`config.mk`:
```
export PLATFORM = sky130hd
export DESIGN_NAME = fib_vec_gen
export DESIGN_NICKNAME = d
export VERILOG_FILES = /design/src/rtl/fib_vec_gen.sv
export SDC_FILE = /design/constraint.sdc
export NUM_CORES = 1
export LEC_CHECK = 0
export BUFFER_PORTS_ARGS = -buffer_cell sky130_fd_sc_hd__buf_2
export CAP_MARGIN = 10
export CORE_MARGIN = 4
export CORE_UTILIZATION = 35
export CTS_BUF_LIST = sky130_fd_sc_hd__clkbuf_4
export DETAILED_ROUTE_END_ITERATION = 10
export HOLD_SLACK_MARGIN = 0.12
export MAX_ROUTING_LAYER = met4
export PLACE_DENSITY_LB_ADDON = 0.1
export SLEW_MARGIN = 20
export SYNTH_ARGS = -nofsm -noshare
export SYNTH_HDL_FRONTEND = slang
export SYNTH_SLANG_ARGS = --single-unit
```
`constraint.sdc`:
```
create_clock -name aclk -period 3.1 [get_ports aclk]
set_clock_uncertainty 0.05 [all_clocks]
set_input_delay 0.465 -clock aclk [delete_from_list [all_inputs] [get_ports aclk]]
set_output_delay 0.465 -clock aclk [all_outputs]
set_load 0.01 [all_outputs]
```
`src/rtl/fib_vec_gen.sv`:
```
// fib_vec_gen: streams a k-term Fibonacci-style vector seeded by f1/f2 on an AXI-Stream-like output.
// Ports:
//   aclk, aresetn            clock, asynchronous active-low reset
//   f1_tdata, f2_tdata       seed terms, captured with the command
//   k_tdata/k_tvalid/k_tready  command: vector length and its handshake
//   ind_tdata/ind_tvalid/ind_tready  output term stream
//   ind_tuser, ind_tlast     first-beat and last-beat markers
// Build option: define FIB_VEC_GEN_SAT_EN to saturate sums at all-ones instead of wrapping.
module fib_vec_gen #(
    parameter int DATA_WIDTH = 32
) (
    input  logic                  aclk,
    input  logic                  aresetn,
    input  logic [DATA_WIDTH-1:0] f1_tdata,
    input  logic [DATA_WIDTH-1:0] f2_tdata,
    input  logic [DATA_WIDTH-1:0] k_tdata,
    input  logic                  k_tvalid,
    output logic                  k_tready,
    output logic                  ind_tvalid,
    input  logic                  ind_tready,
    output logic [DATA_WIDTH-1:0] ind_tdata,
    output logic                  ind_tuser,
    output logic                  ind_tlast
);
    typedef enum logic {IDLE, STREAM} state_t;
    state_t                r_state, w_state_nxt;
    logic                  r_k_tready, r_tvalid, r_tuser, r_tlast;
    logic [DATA_WIDTH-1:0] r_tdata, r_next, r_cnt, w_term;
    logic                  w_accept, w_beat;
    // r_tdata is the term on the bus, r_next the one after it; r_cnt counts beats left after the current one
`ifdef FIB_VEC_GEN_SAT_EN
    logic [DATA_WIDTH:0] w_sum;
    assign w_sum  = {1'b0, r_tdata} + {1'b0, r_next};
    assign w_term = w_sum[DATA_WIDTH] ? '1 : w_sum[DATA_WIDTH-1:0];
`else
    assign w_term = r_tdata + r_next;
`endif
    assign w_accept = k_tvalid && r_k_tready;
    assign w_beat   = r_tvalid && ind_tready;
    always_comb begin
        w_state_nxt = r_state;
        if (r_state == IDLE)
            w_state_nxt = (w_accept && k_tdata != '0) ? STREAM : IDLE;
        else
            w_state_nxt = (w_beat && r_tlast) ? IDLE : STREAM;
    end
    always_ff @(posedge aclk or negedge aresetn) begin
        if (!aresetn)
            r_state <= IDLE;
        else
            r_state <= w_state_nxt;
    end
    always_ff @(posedge aclk or negedge aresetn) begin
        if (!aresetn) begin
            r_k_tready <= 1'b0;
            r_tvalid   <= 1'b0;
            r_tdata    <= '0;
            r_next     <= '0;
            r_cnt      <= '0;
            r_tuser    <= 1'b0;
            r_tlast    <= 1'b0;
        end else begin
            r_k_tready <= (w_state_nxt == IDLE);
            r_tvalid   <= (w_state_nxt == STREAM);
            if (w_accept) begin
                r_tdata <= f1_tdata;
                r_next  <= f2_tdata;
                r_cnt   <= k_tdata - DATA_WIDTH'(1);
                r_tuser <= (k_tdata != '0);
                r_tlast <= (k_tdata == DATA_WIDTH'(1));
            end else if (w_beat) begin
                r_tuser <= 1'b0;
                // the last beat leaves data in place; only the markers clear
                r_tlast <= r_tlast ? 1'b0 : (r_cnt == DATA_WIDTH'(1));
                if (!r_tlast) begin
                    r_tdata <= r_next;
                    r_next  <= w_term;
                    r_cnt   <= r_cnt - DATA_WIDTH'(1);
                end
            end
        end
    end
    assign k_tready   = r_k_tready;
    assign ind_tvalid = r_tvalid;
    assign ind_tdata  = r_tdata;
    assign ind_tuser  = r_tuser;
    assign ind_tlast  = r_tlast;
endmodule

```
==> run summary <==
The run finished with clean final reports. Counting every net in the synthesized netlist gives 997. The number of post-CTS setup repair buffers is 0.

The largest buffer count on any clock path is 2. The first detailed-routing pass ran for 4 iterations. The initial cell density of the core came out at 0.356.

The portion of the post-synthesis area used by sequential elements came out at 0.360. The count of routing violations after the opening detailed-route iteration came out at slightly below 300. The average vias per placed instance came out at roughly 5.0. The number of inserted filler cells in the final layout came out at roughly 2000.

The worst pin sits at a relative slew slack of 0.411. The max-capacitance violation count is 0. The delay of the slowest cell on the worst path is about 0.42 ns. The region available for standard cell placement spans ~20000 µm². 136 I/O pins were placed. The number of buffers and inverters on the critical path is 1. The die covers between 20000 and 25000 µm². The least setup slack across all paths after layout came out at between 0.15 and 0.2 ns. The power density relative to cell area is around 1100 nW/µm².

The final wirelength is 19400 µm. The overall routing resource usage is 0.183. The number of distinct library cells after synthesis is 63. The most used flip-flop cell after synthesis is dfrtp_1. The core occupancy in the finished layout is 0.426. After legalization and detailed placement, the total HPWL measured 14500 µm. The capturing element type of the critical path is a flip-flop.

The synthesized design contains 100 register bits. The total number of clock tree sinks is 100. Measured along the x axis, the die boundary spans between 100 and 150 µm. Timing would allow up to ~340 MHz. The largest fanout on the critical path is 4. The site row count is 51. The cell with the largest stage delay on the worst path is dfrtp_1. Data arrives at the worst endpoint at ~3.3 ns.

Grouping stages by cell kind, the critical path spends the most delay in compound AO/OA/AOI/OAI gates. Data on the critical path is required at its endpoint by ~3.4 ns. The worst-skew pair later-pin latency is slightly below 0.5 ns. The area share of the largest cell type after synthesis came out at 0.360. The clock tree root driver cell is clkbuf_4. In the routed design, unresolved DRC markers number 0. The library cell used most frequently in the layout, excluding fill and tap cells, is nand2_1. The number of CTS-inserted buffers is 9. dfrtp_1 takes more of the synthesized area than any other cell. Walking the worst path, the cells encountered are ha_1 > fa_2 > a21oi_2 > o211ai_1 > a21oi_1 > buf_4 > a211oi_1 > a211o_1 > nand3b_1 > and3_1 > or3_1. The type of the worst setup path is flip-flop to flip-flop. For this design the static power due to leakage is around 3.7 nW. The final count of pins violating max slew is 0. The kind of start point of the critical path is a flip-flop. The clock-pin transition on the worst setup and hold timing paths came out at approximately 0.17 ns. The number of failing setup endpoints in the final timing report is 0. In the final routed layout, each cell accounts on average for around 15 µm. The post-layout minimum cycle time came out at between 2 and 3 ns. The average cell area after synthesis is 8.09 µm². After synthesis, the cell types taking the most area are dfrtp_1, nand2_1, ha_1. The worst min-delay path category is input port to flip-flop. For the pin with the worst max-slew slack, the measured transition is roughly 0.9 ns.

The maximum number of pins on one net before global-route repair came out at between 80 and 90. The area added between synthesis and finish came out at 19.4%. The minimum setup slack after placement came out at 0.115 ns.

The proportion of register bits with asynchronous set or reset after synthesis is 1.00. Adding up every negative setup slack in the final design gives 0 ns. The TritonCTS clock tree is built. Port buffering added between 100 and 150 buffers. The library cells used most frequently in the layout, excluding fill and tap cells, are nand2_1, buf_2, nor2_1. In the finished design, the share of the clock period the worst path needs comes to 0.942. The total overflow reported by the global router is 0. Of the cells placed in the final design, the portion with a size suffix greater than 1 is 0.204.

In this run the cell area of the synthesized design comes to between 6000 and 7000 µm². The number of failing hold endpoints at the final stage is 0. The count of nets left with antenna violations once routing finished came out at 0. Setup repair after global routing left no endpoint under its margin. VDD sags by at most about 0.00031 V. During synthesis, Yosys emitted a total of 0 warnings. The number of global-route vias before repair is between 6000 and 7000.

In this run, synthesis inferred 0 flip-flops with an integrated enable. In the final design database the tool counted between 1000 and 1500 nets. The vertical die dimension came out at between 100 and 150 µm. The global-route wire length before repair is between 30000 and 40000 µm. The H-tree level count came out at 3. Synthesis handed over a netlist of between 800 and 900 instances. The overall via count from detail_route came out at ~6400. The final weighted congestion of routability-driven global placement came out at ~0.81. The initial antenna violation count is 1.
-- metal layers --
layer  routed length (µm)  share of wire  global-route usage  up-vias
met5                    0              0                   -        -
met4                  155         0.0080              0.0403        0
met3                  866          0.045              0.0319        9
met2                 9540           0.49               0.316      112
met1                 8850           0.46               0.226     2940
li1                     -              -                   -     3315
-- timing repair --
action	in CTS	in global routing
resized for setup	0	6
endpoints found under the setup margin	0	7
hold buffers	11	0
hold endpoints to repair	50	0
-- cells by family after synthesis --
| logic type | count (synthesis) | share of synthesized area |
|---|---|---|
| flip-flops | 100 | 0.360 |
| multiplexers | 7 | 0.0102 |
| AND/OR/NAND/NOR | 386 | 0.266 |
| adder cells (fa/ha/maj) | 37 | 0.0676 |
| AO/OA/AOI/OAI | 200 | 0.172 |
| XOR/XNOR | 76 | 0.0956 |
| buffers and inverters | 54 | 0.0295 |
-- sequential cells by signal, summed over array words and instances, names as in the netlist --
register	count
ind_tdata	32
ind_tlast	1
ind_tuser	1
ind_tvalid	1
k_tready	1
r_cnt	32
r_next	32
-- synthesized netlist by cell type, drive strengths merged, types with 2 or more instances --
master   instances
nand3           24
ha              36
a211oi           5
a31oi           48
o21ai           45
nor3b            2
o21bai           4
o31ai            4
a2111oi          2
nand3b           3
mux2i            6
inv             13
nand4            9
nand2          157
or4              9
buf              8
clkbuf          33
a21oi           63
a311oi           2
or2              2
or3              5
xnor2           41
and3            12
xor2            35
nand2b           4
and2             6
a21o            10
nor2b            2
o211ai           2
a31o             2
nor4            15
dfrtp          100
o21a             2
nor2           107
nor3            26
-- path summary, 6_finish.rpt --
| path | start | endpoint | slack [ns] | cells after the start |
|---|---|---|---|---|
| max reg2reg | ind_tdata[0]$_DFFE_PN0P_ | r_next[28]$_DFFE_PN0P_ | 0.18 | 11 |
| min in group asynchronous | aresetn | r_next[12]$_DFFE_PN0P_ | 0.46 | 2 |
| max in group asynchronous | aresetn | r_cnt[27]$_DFFE_PN0P_ | 1.84 | 3 |
| min | f2_tdata[15] | r_next[15]$_DFFE_PN0P_ | 0.15 | 3 |
| min reg2reg | ind_tuser$_DFFE_PN0P_ | ind_tuser$_DFFE_PN0P_ | 0.47 | 1 |
| max | ind_tdata[0]$_DFFE_PN0P_ | r_next[28]$_DFFE_PN0P_ | 0.18 | 11 |
-- final cells by class --
class                           count  area (µm²)  share of cell area
Inverter                           13        48.8             0.00587
Clock buffer                       11        82.6             0.00993
Clock inverter                      4        75.1             0.00903
Tap cell                          265         332              0.0399
Timing Repair Buffer              169         986               0.119
Antenna cell                        1        2.50            0.000301
Multi-Input combinational cell    706        4280               0.515
Sequential cell                   100        2500               0.301
-- power breakdown --
part | leakage, nW | switching (mW) | internal (mW)
Combinational | 2.45 | 3.12 | 2.40
Clock | 0.0792 | 0.467 | 0.341
Sequential | 1.19 | 0.610 | 1.97
-- worst reg2reg max path, delay by kind of cell, from the launching register on --
kind / cells / cell delay, ns
AO/OA/AOI/OAI: 5 / 0.88
buffers and inverters: 1 / 0.15
adder cells (fa/ha/maj): 2 / 0.61
flip-flops: 1 / 0.42
AND/OR/NAND/NOR: 3 / 0.70
-- stage by stage --
| stage | total power [mW] | cells | hold slack (ns) | area, µm² |
|---|---|---|---|---|
| after global placement | 8.12 | 1242 | 0.445 | 8030 |
| after floorplan | 6.56 | 860 | 0.119 | 6960 |
| final | 8.90 | 1269 | 0.155 | 8310 |
| after global routing | 9.86 | 1269 | 0.130 | 8310 |
| after CTS | 8.98 | 1268 | 0.122 | 8300 |
| after detailed placement | 8.13 | 1242 | 0.446 | 8030 |
Note: power is estimated with default switching activity, not from simulation.
